### src/rtl/limb_rio_uart_tx.sv
// limb_rio_uart_tx: buffers bytes from the CPU's rio_out in a small FIFO and sends each one as an 8N1 UART frame on tx
//   clk/reset: rising-edge clock, synchronous active-high reset
//   data/valid/ready: byte push handshake; a push happens on edges where valid && ready
//   tx: serial line, idle high; busy: frame in flight or FIFO non-empty; count: FIFO occupancy
module limb_rio_uart_tx #(
  parameter int CLKS_PER_BIT = 16,
  parameter int FIFO_DEPTH = 4
) (
  input  logic                               clk,
  input  logic                               reset,
  input  logic [7:0]                         data,
  input  logic                               valid,
  output logic                               ready,
  output logic                               tx,
  output logic                               busy,
  output logic [$clog2(FIFO_DEPTH+1)-1:0]    count
);
  localparam int CW = $clog2(FIFO_DEPTH+1);
  localparam int PW = $clog2(FIFO_DEPTH);
  localparam int BW = $clog2(CLKS_PER_BIT);
  typedef enum logic [1:0] {IDLE, START, DATA, STOP} state_t;
  state_t state, state_n;
  logic [7:0] mem [FIFO_DEPTH];
  logic [PW-1:0] wr_ptr, rd_ptr;
  logic [BW-1:0] baud, baud_n;
  logic [2:0] bit_idx, bit_idx_n;
  logic [7:0] shift, shift_n;
  logic tx_n, push, pop, baud_end;
  assign ready = count != CW'(FIFO_DEPTH);
  assign busy = state != IDLE || count != '0;
  assign push = valid && ready;
  assign baud_end = baud == BW'(CLKS_PER_BIT-1);
  // pop uses registered count, so a byte always spends at least one edge in the FIFO
  assign pop = count != '0 && (state == IDLE || (state == STOP && baud_end));
  always_comb begin
    state_n = state;
    baud_n = baud_end ? '0 : baud + 1'b1;
    bit_idx_n = bit_idx;
    shift_n = shift;
    tx_n = tx;
    if (pop) begin
      state_n = START;
      shift_n = mem[rd_ptr];
      tx_n = 1'b0;
      baud_n = '0;
    end else if (state == IDLE) begin
      baud_n = '0;
    end else if (baud_end) begin
      case (state)
        START: begin
          state_n = DATA;
          bit_idx_n = '0;
          tx_n = shift[0];
          shift_n = shift >> 1;
        end
        DATA: begin
          state_n = bit_idx == 3'd7 ? STOP : DATA;
          bit_idx_n = bit_idx + 1'b1;
          tx_n = bit_idx == 3'd7 ? 1'b1 : shift[0];
          shift_n = shift >> 1;
        end
        default: state_n = IDLE;
      endcase
    end
  end
  always_ff @(posedge clk) begin
    if (reset) begin
      state <= IDLE;
      baud <= '0;
      bit_idx <= '0;
      shift <= '0;
      tx <= 1'b1;
      wr_ptr <= '0;
      rd_ptr <= '0;
      count <= '0;
    end else begin
      state <= state_n;
      baud <= baud_n;
      bit_idx <= bit_idx_n;
      shift <= shift_n;
      tx <= tx_n;
      if (push) wr_ptr <= wr_ptr + 1'b1;
      if (pop) rd_ptr <= rd_ptr + 1'b1;
      count <= count + CW'(push) - CW'(pop);
    end
  end
  always_ff @(posedge clk) begin
    if (push) mem[wr_ptr] <= data;
  end
endmodule

### config.mk
export PLATFORM = sky130hd
export DESIGN_NAME = limb_rio_uart_tx
export DESIGN_NICKNAME = d
export VERILOG_FILES = /design/src/rtl/limb_rio_uart_tx.sv
export SDC_FILE = /design/constraint.sdc
export NUM_CORES = 1
export LEC_CHECK = 0
export CORE_MARGIN = 2
export CORE_UTILIZATION = 60
export DETAILED_ROUTE_END_ITERATION = 12
export DONT_BUFFER_PORTS = 1
export PLACE_DENSITY = 0.76
export SLEW_MARGIN = 20
export SYNTH_ARGS = -nofsm -noshare
export SYNTH_HDL_FRONTEND = slang
export SYNTH_SLANG_ARGS = --single-unit
### constraint.sdc
create_clock -name clk -period 5.75 [get_ports clk]
set_clock_uncertainty 0.2 [all_clocks]
set_input_delay 1.15 -clock clk [delete_from_list [all_inputs] [get_ports clk]]
set_output_delay 1.15 -clock clk [all_outputs]
set_load 0.03 [all_outputs]
### Yosys cells after proc, flatten, opt, wreduce, memory -nomap -nowiden

Memories as Yosys holds them, arrays and structs flattened. A register that Yosys moved wholly into a read port is not among the register bits.
Cells that the tools add are included.

* bits of input ports: 11
* bits in writable memories: 32
* memories kept: 1
* register bits after elaboration: 25

Memory list
* mem: depth 4, bits a word 8, read ports 1, clocked after Yosys merged registers in 1, write ports 1, line 23 `logic [7:0] mem [FIFO_DEPTH];`

* multiplexer cells: 19
* equality and inequality tests: 7
* reduce and logical (&&, ||, !) cells: 20
* bitwise operators: 2
* add/subtract/negate cells: 6

Operator list (number)
* 8-bit 2-to-1 mux: 4
* 1-bit 2-to-1 mux: 10
* 2-bit nonzero test: 4
* 3-bit case mux with 2 select lines: 1
* 3-bit AND reduction: 2
* 3-bit nonzero test: 2
* 2-bit by 1-bit adder with 2-bit output (second input constant): 2
* 4-bit by 1-bit adder with 4-bit output (second input constant): 1
* 2-bit equality test (second input constant): 2
* 4-bit equality test (second input constant): 1
* 2-bit 2-to-1 mux: 2
* 2-bit case mux with 2 select lines: 1
* 2-bit AND reduction: 2
* 4-bit AND reduction: 1
* 2-bit OR reduction: 2
* 4-bit OR reduction: 1
* 3-bit by 1-bit adder with 3-bit output: 1
* 3-bit by 1-bit adder with 3-bit output (second input constant): 1
* 3-bit equality test (second input constant): 1
* 1-bit logical AND: 3
* 3-bit != test (second input constant): 1
* 3-bit by 1-bit subtractor with 3-bit output: 1
* 2-bit by 1-bit equality test with 1-bit output (second input constant): 1
* 2-bit logical NOT: 1
* 4 further kinds: 6

### Longest topological paths before layout

* depth after elaboration: 6
* gate-level depth with buffers: 11
* gate-level depth less buffers: 10

### Least setup slack after synthesis

OpenSTA, ideal clock, no wires.

* kind: input to register
* from: in valid
* to: reg count[2]
* library setup time: 128 ps
* stages: 8
* arrival: 2463 ps
* slack: 2959 ps
* cell sequence: buf_1 -> nand2_1 -> ha_1 -> inv_1 -> ha_1 -> fa_1 -> xnor2_1 -> nor2_1

* cells in the longest elaborated chain, start to end: 3

Ends and longest elaborated chain
* start, declared: line 12 `input logic valid,`
* 1-bit logical AND: line 31 `assign push = valid && ready;`
* 3-bit by 1-bit adder with 3-bit output: line 84 `count <= count + CW'(push) - CW'(pop);`
* 3-bit by 1-bit subtractor with 3-bit output: line 84
* end signal, assigned: line 84
* end, declared: line 16 `output logic [$clog2(FIFO_DEPTH+1)-1:0] count`

No other way between the ends.
A chain may end at the register's enable or synchronous reset.

### Worst setup path after layout

* from: reg state[1]
* to: out busy

* cells in the longest elaborated chain, start to end: 2

Ends and longest elaborated chain
* start, declared: line 22 `state_t state, state_n;`
* start signal, assigned: line 77 `state <= state_n;`
* 2-bit nonzero test: line 30 `assign busy = state != IDLE || count != '0;`
* 1-bit logical OR: line 30
* end, declared: line 15 `output logic busy,`

No other way between the ends.

==> impl_metrics.toml <==
[detailed_routing]
routed_wl_um = 4735
viasPerCell = 6.240
drc = 0
final_antenna_net_count = 0
firstDrtPassIters = 4
drt_iter0_markers = 106
vias = 1585
wl_per_cell_um = 18.64

[die]
io_pins = 17
die_area_um2 = 4920
start_util_pct = 61.13
row_count = 24
die_y_um = 70.15
die_w_um = 70.15
core_um2 = 4294

[placed_design]
place_hpwl_um = 3087
portBuffers = 0
gp_congestion = 0.7818
dpl_worst_slack_ns = 2.616
placedCellCount = 238
post_dp_cell_area_um2 = 2640

[sta]
whs_ns = 0.2630
fmax_mhz = 294.2
relSlewSlack_pct = 32.41
setup_slack_ns = 2.351
finalSetupTns_ns = 0
fin_crit_sh_pct = 59.10
rsz0062_at_grt = "no"
finalHoldViolCount = 0
finalCriticalPeriod_ns = 3.399
finalMaxSlewViolations = 0
tightest_slew_ns = 1.014
setup_violations = 0

[logic_synthesis]
synthCells = 196
synth_top_family_by_area = "compound AO/OA/AOI/OAI gates"
yosys.area_share.simple_pct = 9.247
syn_nets = 221
synthXorXnorAreaFrac_pct = 1.335
synth-seq-cells = 59
synth.distinct_cells = 41
muxShareOfSynthArea_pct = 9.533
synth-compound-area-share_pct = 11.39
synth-main-ff-cell = "edfxtp_1"
synth_edf_count = 32
ys_async_sr_fraction_pct = 0
netlist_area_um2 = 2625
synth_fa_ha_area_share_pct = 6.959
syn_area_per_cell_um2 = 13.39
synth-warning-count = 0
ys_seq_area_share_pct = 57.20

[worst_hold_path]
hold_depth = 2
hold_start = "shift[3]"
hold_class = "reg2reg"
min_to = "shift[3]"

[critical_path]
timing.rr.start = "state[0]"
rrSetupSlack_ns = 2.58
path_max_fanout = 16
reg2reg_to = "count[2]"
r2r_cells = 10
start_kind = "flop"
critPathKind = "reg2out"
cp.required_ns = 4.40
worstPathArrival_ns = 2.05
end_kind = "output port"

[global_routing]
grt_start_max_net_pins = 26
grt_usage_pct = 21.70
grt_pass1_wl_um = 7997
grt-ovfl-total = 0
grt_pass1_vias = 1630
antenna_found_initial = 0

[clocking]
post_cts_resized = 0
cts_buffers = 9
cts_setup_buffers = 0
clockRootBuffer = "clkbuf_8"
clk_transition_reported_paths_ns = 0.07
cts_tree = "done"
clk_path_buf_depth = 2
h-tree-depth = 3
cts.sinks = 59
worstSkewPairLatency_ns = 0.34
ctsHoldBuffers = 0

[finish]
diodes = 0
fin_nets = 222
final_cell_count_no_fill = 254
fin_area_um2 = 2904
finalCoreUtilization_pct = 67.63
drive_above_1_share_pct = 18.81
area_growth_pct = 10.63

[power_and_ir_drop]
p_per_area_nw_per_um2 = 509.4
peakVddDrop_mv = 0.3131
leakage_nw = 1.054
p_total_mw = 1.479

[run]
drv_cap = 0

[status]
status = "complete, no violations"
[layout make-up]
class / count / area, um2
fill: 310 / 1390
clock inverter: 7 / 140.1
multi-input combinational: 110 / 1010
tap: 52 / 65.06
inverter: 17 / 63.81
sequential: 59 / 1501
clock buffer: 9 / 123.9
[cells in the mapped netlist, drive strengths merged (2+ instances only)]
cell type / count / share of area, %
edfxtp: 32 / 37
dfxtp: 27 / 21
inv: 17 / 2.4
ha: 13 / 6.2
mux4: 8 / 6.9
nand3: 8 / 1.5
o21ai: 8 / 1.5
or3b: 8 / 2.7
a221oi: 7 / 2.6
mux2i: 7 / 2.7
a21oi: 6 / 1.1
buf: 6 / 1.3
and3: 5 / 1.2
clkbuf: 4 / 0.62
nand2: 4 / 0.57
nor2: 4 / 0.57
o311ai: 4 / 1.3
a21o: 3 / 0.86
a31o: 3 / 1.0
nor3: 3 / 0.57
xnor2: 3 / 1.0
a31oi: 2 / 0.48
nor2b: 2 / 0.48
or3: 2 / 0.67
[worst max-delay path: stages, from the launching register on]
cell	delay, ns
dfxtp_1	0.35
inv_1	0.11
ha_1	0.49
nor4b_1	0.46
inv_1	0.28
[routing by layer]
layer / up-vias / GRT usage, % / share of wire [%]
li1: 745 / - / -
met1: 777 / 26.48 / 43
met2: 51 / 33.97 / 50
met3: 12 / 7.792 / 5.2
met4: 0 / 11.32 / 1.9
met5: - / 0 / 0
[worst max path at each step]
stage | start | to | slack [ns] | depth (start not counted)
after floorplan | valid | count[2] | 2.96 | 8
after global placement | state[0] | count[2] | 2.77 | 10
after detailed placement | state[0] | count[2] | 2.62 | 10
after CTS | state[1] | busy | 2.34 | 4
after global routing | state[0] | busy | 2.15 | 4
final | state[1] | busy | 2.35 | 4
[state kept, by name, indices dropped and copies added, names as in the netlist, named ones only]
signal / count
mem: 32
rd_ptr: 2
wr_ptr: 2
bit_idx: 3
count: 3
baud: 4
tx: 1
state: 2
shift: 8
[layout by cell type, fill, tap and decap left out, types with 2 or more instances in the layout]
cell        instances
inv_1              17
nor2b_1             2
bufinv_16           4
nor2_1              4
a221oi_1            6
nor3_1              3
mux2i_1             7
and3_1              5
ha_1               13
dfxtp_1            27
edfxtp_1           32
clkinvlp_4          2
or3b_2              7
nand2_1             4
o21ai_1             3
a21oi_1             6
xnor2_1             3
mux4_2              8
o311ai_0            4
a21o_1              3
nand3_1             8
a31oi_1             2
o21ai_0             5
clkbuf_8            9
a31o_2              3
[kinds of logic after synthesis]
group	Yosys count
flip-flops	59
buffers and inverters	27
AND/OR/NAND/NOR	39
adder cells (fa/ha/maj)	14
AO/OA/AOI/OAI	38
multiplexers	15
XOR/XNOR	4
[power by group]
| group | internal [mW] | switching, mW | total [mW] |
|---|---|---|---|
| logic | 0.178 | 0.200 | 0.378 |
| clock network | 0.331 | 0.167 | 0.498 |
| registers | 0.516 | 0.0864 | 0.603 |
(Power assumes the default switching activity.)
